**config.mk**
```make
export PLATFORM = sky130hd
export DESIGN_NAME = instr_fetch_unit_flat
export DESIGN_NICKNAME = d
export VERILOG_FILES = /design/src/rtl/instr_fetch_unit_if.sv /design/src/rtl/instr_fetch_unit.sv /design/src/flat_wrapper.sv
export SDC_FILE = /design/constraint.sdc
export NUM_CORES = 1
export LEC_CHECK = 0
export BUFFER_PORTS_ARGS = -buffer_cell sky130_fd_sc_hd__buf_2
export CAP_MARGIN = 20
export CORE_UTILIZATION = 42
export DETAILED_ROUTE_END_ITERATION = 12
export PLACE_DENSITY_LB_ADDON = 0.12
export SYNTH_ARGS = -nofsm -noshare
export SYNTH_HDL_FRONTEND = slang
export SYNTH_SLANG_ARGS = --single-unit
```
**constraint.sdc**
```tcl
create_clock -name clk -period 1.7 [get_ports clk]
set_input_delay 0.085 -clock clk [delete_from_list [all_inputs] [get_ports clk]]
set_output_delay 0.085 -clock clk [all_outputs]
set_load 0.005 [all_outputs]
```
**src/rtl/instr_fetch_unit_if.sv**
```systemverilog
// ============================================================================
// Module   : instr_fetch_unit_if
// Brief    : Fetch-unit bus bundle (instruction memory, IR and redirect).
// Revision : 1.0
// ============================================================================
`default_nettype none

interface instr_fetch_unit_if #(
   parameter int IW = 16
);
   logic          imem_req;
   logic [7:0]    imem_addr;
   logic          imem_ready;
   logic [IW-1:0] imem_rdata;
   logic          ir_valid;
   logic          ir_ready;
   logic [IW-1:0] ir_instr;
   logic [7:0]    ir_pc;
   logic [1:0]    opcode;
   logic          br_taken;
   logic [7:0]    br_target;

   modport master (
      output imem_req, imem_addr, ir_valid, ir_instr, ir_pc, opcode,
      input  imem_ready, imem_rdata, ir_ready, br_taken, br_target
   );

   modport slave (
      input  imem_req, imem_addr, ir_valid, ir_instr, ir_pc, opcode,
      output imem_ready, imem_rdata, ir_ready, br_taken, br_target
   );
endinterface

`default_nettype wire

```
**src/rtl/instr_fetch_unit.sv**
```systemverilog
// ============================================================================
// Module   : instr_fetch_unit
// Brief    : Single-outstanding instruction fetch with IR handshake and
//            branch redirect.
// Revision : 1.0
// ============================================================================
`default_nettype none

module instr_fetch_unit #(
   parameter logic [7:0] RESET_PC = 8'h00,
   parameter int         IW       = 16
) (
   input  wire                  clk,
   input  wire                  rst_n,
   instr_fetch_unit_if.master   bus
);

   typedef enum logic [1:0] {
      IDLE = 2'd0,
      REQ  = 2'd1,
      HOLD = 2'd2
   } state_t;

   state_t        r_state;
   logic [7:0]    r_pc;
   logic          r_imemReq;
   logic          r_irValid;
   logic [IW-1:0] r_irInstr;
   logic [7:0]    r_irPc;

   always_ff @(posedge clk or negedge rst_n) begin
      if (!rst_n) begin
         r_state   <= IDLE;
         r_pc      <= RESET_PC;
         r_imemReq <= 1'b0;
         r_irValid <= 1'b0;
         r_irInstr <= '0;
         r_irPc    <= 8'h00;
      end else if (bus.br_taken) begin
         // Redirect wins everywhere: any same-cycle response is dropped and
         // a HOLD-cycle ir_ready is still honoured by clearing the IR valid.
         r_pc      <= bus.br_target;
         r_irValid <= 1'b0;
         r_state   <= REQ;
         r_imemReq <= 1'b1;
      end else begin
         case (r_state)
            IDLE: begin
               r_state   <= REQ;
               r_imemReq <= 1'b1;
            end
            REQ: begin
               if (bus.imem_ready) begin
                  r_irInstr <= bus.imem_rdata;
                  r_irPc    <= r_pc;
                  r_irValid <= 1'b1;
                  r_pc      <= r_pc + 8'd1;
                  r_state   <= HOLD;
                  r_imemReq <= 1'b0;
               end
            end
            HOLD: begin
               if (bus.ir_ready) begin
                  r_irValid <= 1'b0;
                  r_state   <= REQ;
                  r_imemReq <= 1'b1;
               end
            end
            default: begin
               r_state   <= IDLE;
               r_imemReq <= 1'b0;
            end
         endcase
      end
   end

   assign bus.imem_req  = r_imemReq;
   assign bus.imem_addr = r_pc;
   assign bus.ir_valid  = r_irValid;
   assign bus.ir_instr  = r_irInstr;
   assign bus.ir_pc     = r_irPc;
   assign bus.opcode    = r_irInstr[IW-1:IW-2];

endmodule

`default_nettype wire

```
**src/flat_wrapper.sv**
```systemverilog
// flat-port wrapper written by rule: the top's interface ports become plain ports
module instr_fetch_unit_flat 
#(
   parameter logic [7:0] RESET_PC = 8'h00,
   parameter int         IW       = 16
)
  (clk, rst_n, bus_imem_req, bus_imem_addr, bus_ir_valid, bus_ir_instr, bus_ir_pc, bus_opcode, bus_imem_ready, bus_imem_rdata, bus_ir_ready, bus_br_taken, bus_br_target);
  instr_fetch_unit_if #(.IW(IW)) bus_i ();
  input  wire clk;
  input  wire rst_n;
  output wire logic [$bits(bus_i.imem_req)-1:0] bus_imem_req;
  output wire logic [$bits(bus_i.imem_addr)-1:0] bus_imem_addr;
  output wire logic [$bits(bus_i.ir_valid)-1:0] bus_ir_valid;
  output wire logic [$bits(bus_i.ir_instr)-1:0] bus_ir_instr;
  output wire logic [$bits(bus_i.ir_pc)-1:0] bus_ir_pc;
  output wire logic [$bits(bus_i.opcode)-1:0] bus_opcode;
  input wire logic [$bits(bus_i.imem_ready)-1:0] bus_imem_ready;
  input wire logic [$bits(bus_i.imem_rdata)-1:0] bus_imem_rdata;
  input wire logic [$bits(bus_i.ir_ready)-1:0] bus_ir_ready;
  input wire logic [$bits(bus_i.br_taken)-1:0] bus_br_taken;
  input wire logic [$bits(bus_i.br_target)-1:0] bus_br_target;
  assign bus_imem_req = bus_i.imem_req;
  assign bus_imem_addr = bus_i.imem_addr;
  assign bus_ir_valid = bus_i.ir_valid;
  assign bus_ir_instr = bus_i.ir_instr;
  assign bus_ir_pc = bus_i.ir_pc;
  assign bus_opcode = bus_i.opcode;
  assign bus_i.imem_ready = bus_imem_ready;
  assign bus_i.imem_rdata = bus_imem_rdata;
  assign bus_i.ir_ready = bus_ir_ready;
  assign bus_i.br_taken = bus_br_taken;
  assign bus_i.br_target = bus_br_target;
  instr_fetch_unit #(.RESET_PC(RESET_PC), .IW(IW)) u_core (.clk(clk), .rst_n(rst_n), .bus(bus_i));
endmodule
```
==> impl_metrics.csv <==
group,metric,value,unit
status,status,"finished, final reports clean",
sta,tns,0,ns
power_and_ir_drop,ir_drop,0.708,mV
synthesis,ys_warn_count,0,
cts,cts_root_buf,"clkbuf_4",
global_routing,track_usage,0.185,
detailed_routing,vias_per_cell,4.84,
sta,clock-skew-final,0.00245,ns
cts,clk_pin_slew,0.11,ns
synthesis,synth.distinct_cells,30,
die,io_pins,65,
die,placement_rows,21,
die,start_util,0.443,
detailed_routing,vias,1224,
sta,slew_violations,0,
die,fp.dieH,61.8,um
flow_run,cap_violations,0,
synthesis,async_reset_ff_frac,1.00,
cts,clock_path_buffers,2,
cells_and_area,post-route-util,0.640,
global_routing,grt_pass1_wl,4950,um
cells_and_area,final_common_cell,"buf_2",
detailed_routing,ant_nets,0,
sta,setup_violations,0,
power_and_ir_drop,power_density,959,nW/um^2
cells_and_area,diodes,0,
synthesis,synth.avg_cell_area,13.1,um^2
sta,slew_headroom,0.505,
placed_design,place_congestion,0.768,
cts,cts_buffers,5,
detailed_routing,dr.pass1.iters,3,
hold_path,hold_class,"in -> reg",
global_routing,grt_pass1_vias,1086,
setup_path,path_max_fanout,10,
cells_and_area,nNetsFinal,236,
placed_design,place_ws,0.227,ns
setup_path,arrival,1.75,ns
placed_design,dp_hpwl,2100,um
sta,rsz0062_at_grt,"no",
synthesis,syn-num-nets,145,
synthesis,synth-seq-area-share,0.583,
synthesis,synth_edf_count,0,
cts,htreeDepth,2,
synthesis,syn-cell-area,1500,um^2
setup_path,start_kind,"flip-flop",
setup_path,endpoint_kind,"flip-flop",
cells_and_area,final_cell_mix,"buf_2 (64), dfrtp_1 (35), dlygate4sd3_1 (25), mux2_2 (24), nand2_1 (11)",
die,dieArea,3820,um^2
global_routing,grt_max_degree,36,
sta,hold_viol_final,0,
sta,fin_crit_sh,0.876,
sta,fin_ws,0.210,ns
power_and_ir_drop,power.leakage,0.00103,uW
cells_and_area,drive_above_1_share,0.478,
synthesis,yosys_register_bits,35,
detailed_routing,wl,3290,um
sta,worstMarginPinSlew,0.743,ns
detailed_routing,post-route-drc-count,0,
cts,worstSkewPairLatency,0.33,ns
setup_path,crit_required,1.96,ns
cells_and_area,area.growth.synth_to_final,44.4,%
setup_path,crit_type,"reg -> reg",
sta,max_freq,671,MHz
global_routing,antenna_found_initial,0,
global_routing,overflow,0,
detailed_routing,wire_per_inst,13.0,um
cts,cts.sinks,35,
die,die_x,61.8,um
sta,fin_crit,1.49,ns
placed_design,portBuffers,64,
cts,cts_setup_buffers,0,
die,core,3390,um^2
synthesis,netlist_instances,115,
cts,cts_tree,"done",
detailed_routing,dr.first_iter.drc_count,21,
synthesis,ys.flop_type,"dfrtp_1",
## worst max-delay path, stage by stage (launching register included)
cell,delay (ns)
dfrtp_1,0.51
nand4b_4,0.21
or4_1,0.53
a31oi_1,0.17
## area by class of cell
| type | instances | area (um^2) |
|---|---|---|
| Clock buffer | 6 | 41.3 |
| Tap cell | 46 | 57.6 |
| Sequential cell | 35 | 876 |
| Fill cell | 282 | 1220 |
| Clock inverter | 2 | 12.5 |
| Inverter | 1 | 3.75 |
| Multi-Input combinational cell | 72 | 581 |
| Timing Repair Buffer | 91 | 598 |
## metrics by stage
step / power (uW) / instance area, um^2 / hold WS, ns / std cells
floorplan: 1370 / 1500 / -0.211 / 115
global placement: 1610 / 1870 / 0.190 / 220
detailed placement: 1620 / 1870 / 0.199 / 220
CTS: 2110 / 2170 / 0.0156 / 253
global route: 2230 / 2170 / 0.0530 / 253
finish: 2080 / 2170 / 0.0287 / 253
## where the power goes
part / switching, uW / internal (uW)
Clock: 278 / 160
Combinational: 205 / 330
Sequential: 111 / 998
Total: 593 / 1490
## synthesized netlist by cell type, drive strengths merged (2+ instances only)
master | number | area (um^2)
nand3 | 3 | 15.0
mux2 | 24 | 270
nand4b | 2 | 32.5
buf | 5 | 33.8
dfrtp | 35 | 876
nand4 | 2 | 12.5
o211ai | 3 | 22.5
a21oi | 2 | 10.0
xor2 | 2 | 17.5
o21ai | 3 | 15.0
nor2 | 5 | 21.3
clkbuf | 2 | 8.75
or4 | 4 | 30.0
nand2 | 11 | 41.3
## cells by family after synthesis
logic type | count (synthesis) | synth area share
adders and majority gates | 1 | 0.00833
DFF | 35 | 0.583
muxes | 25 | 0.187
buffers and inverters | 8 | 0.0308
xor gates and xnor gates | 2 | 0.0117
AOI/OAI and AO/OA | 14 | 0.0658
and+or+nand+nor | 30 | 0.114
## final timing paths
kind	startpoint	to	slack, ns	cells after the start
worst max-delay path	u_core.bus.imem_req	u_core.bus.imem_addr[7]	0.21	3
worst min-delay path	bus_ir_ready	u_core.r_state[1]	0.03	4
worst max register to register	u_core.bus.imem_req	u_core.bus.imem_addr[7]	0.21	3
worst min register to register	u_core.bus.ir_instr[7]	u_core.bus.ir_instr[7]	0.51	1
max in group asynchronous	rst_n	u_core.bus.imem_req	0.89	2
min in group asynchronous	rst_n	u_core.bus.imem_addr[3]	0.34	2
## layer usage
| metal | routed length [um] | track usage |
|---|---|---|
| met1 | 1460 | 0.224 |
| met3 | 166 | 0.0414 |
| met4 | 40 | 0.0857 |
| met2 | 1620 | 0.315 |
| met5 | 0 | 0 |
## flip-flops by register name (all words and copies together), names as in the netlist
name                  flops
u_core.r_state            1
u_core.bus.ir_valid       1
u_core.bus.ir_pc          8
u_core.bus.imem_req       1
u_core.bus.ir_instr      16
u_core.bus.imem_addr      8
## timing repair
item	4_1_cts	5_1_grt
hold endpoints to repair	59	0
resized for setup	0	0
hold buffers	25	0
Power figures use the tool's default switching activity.
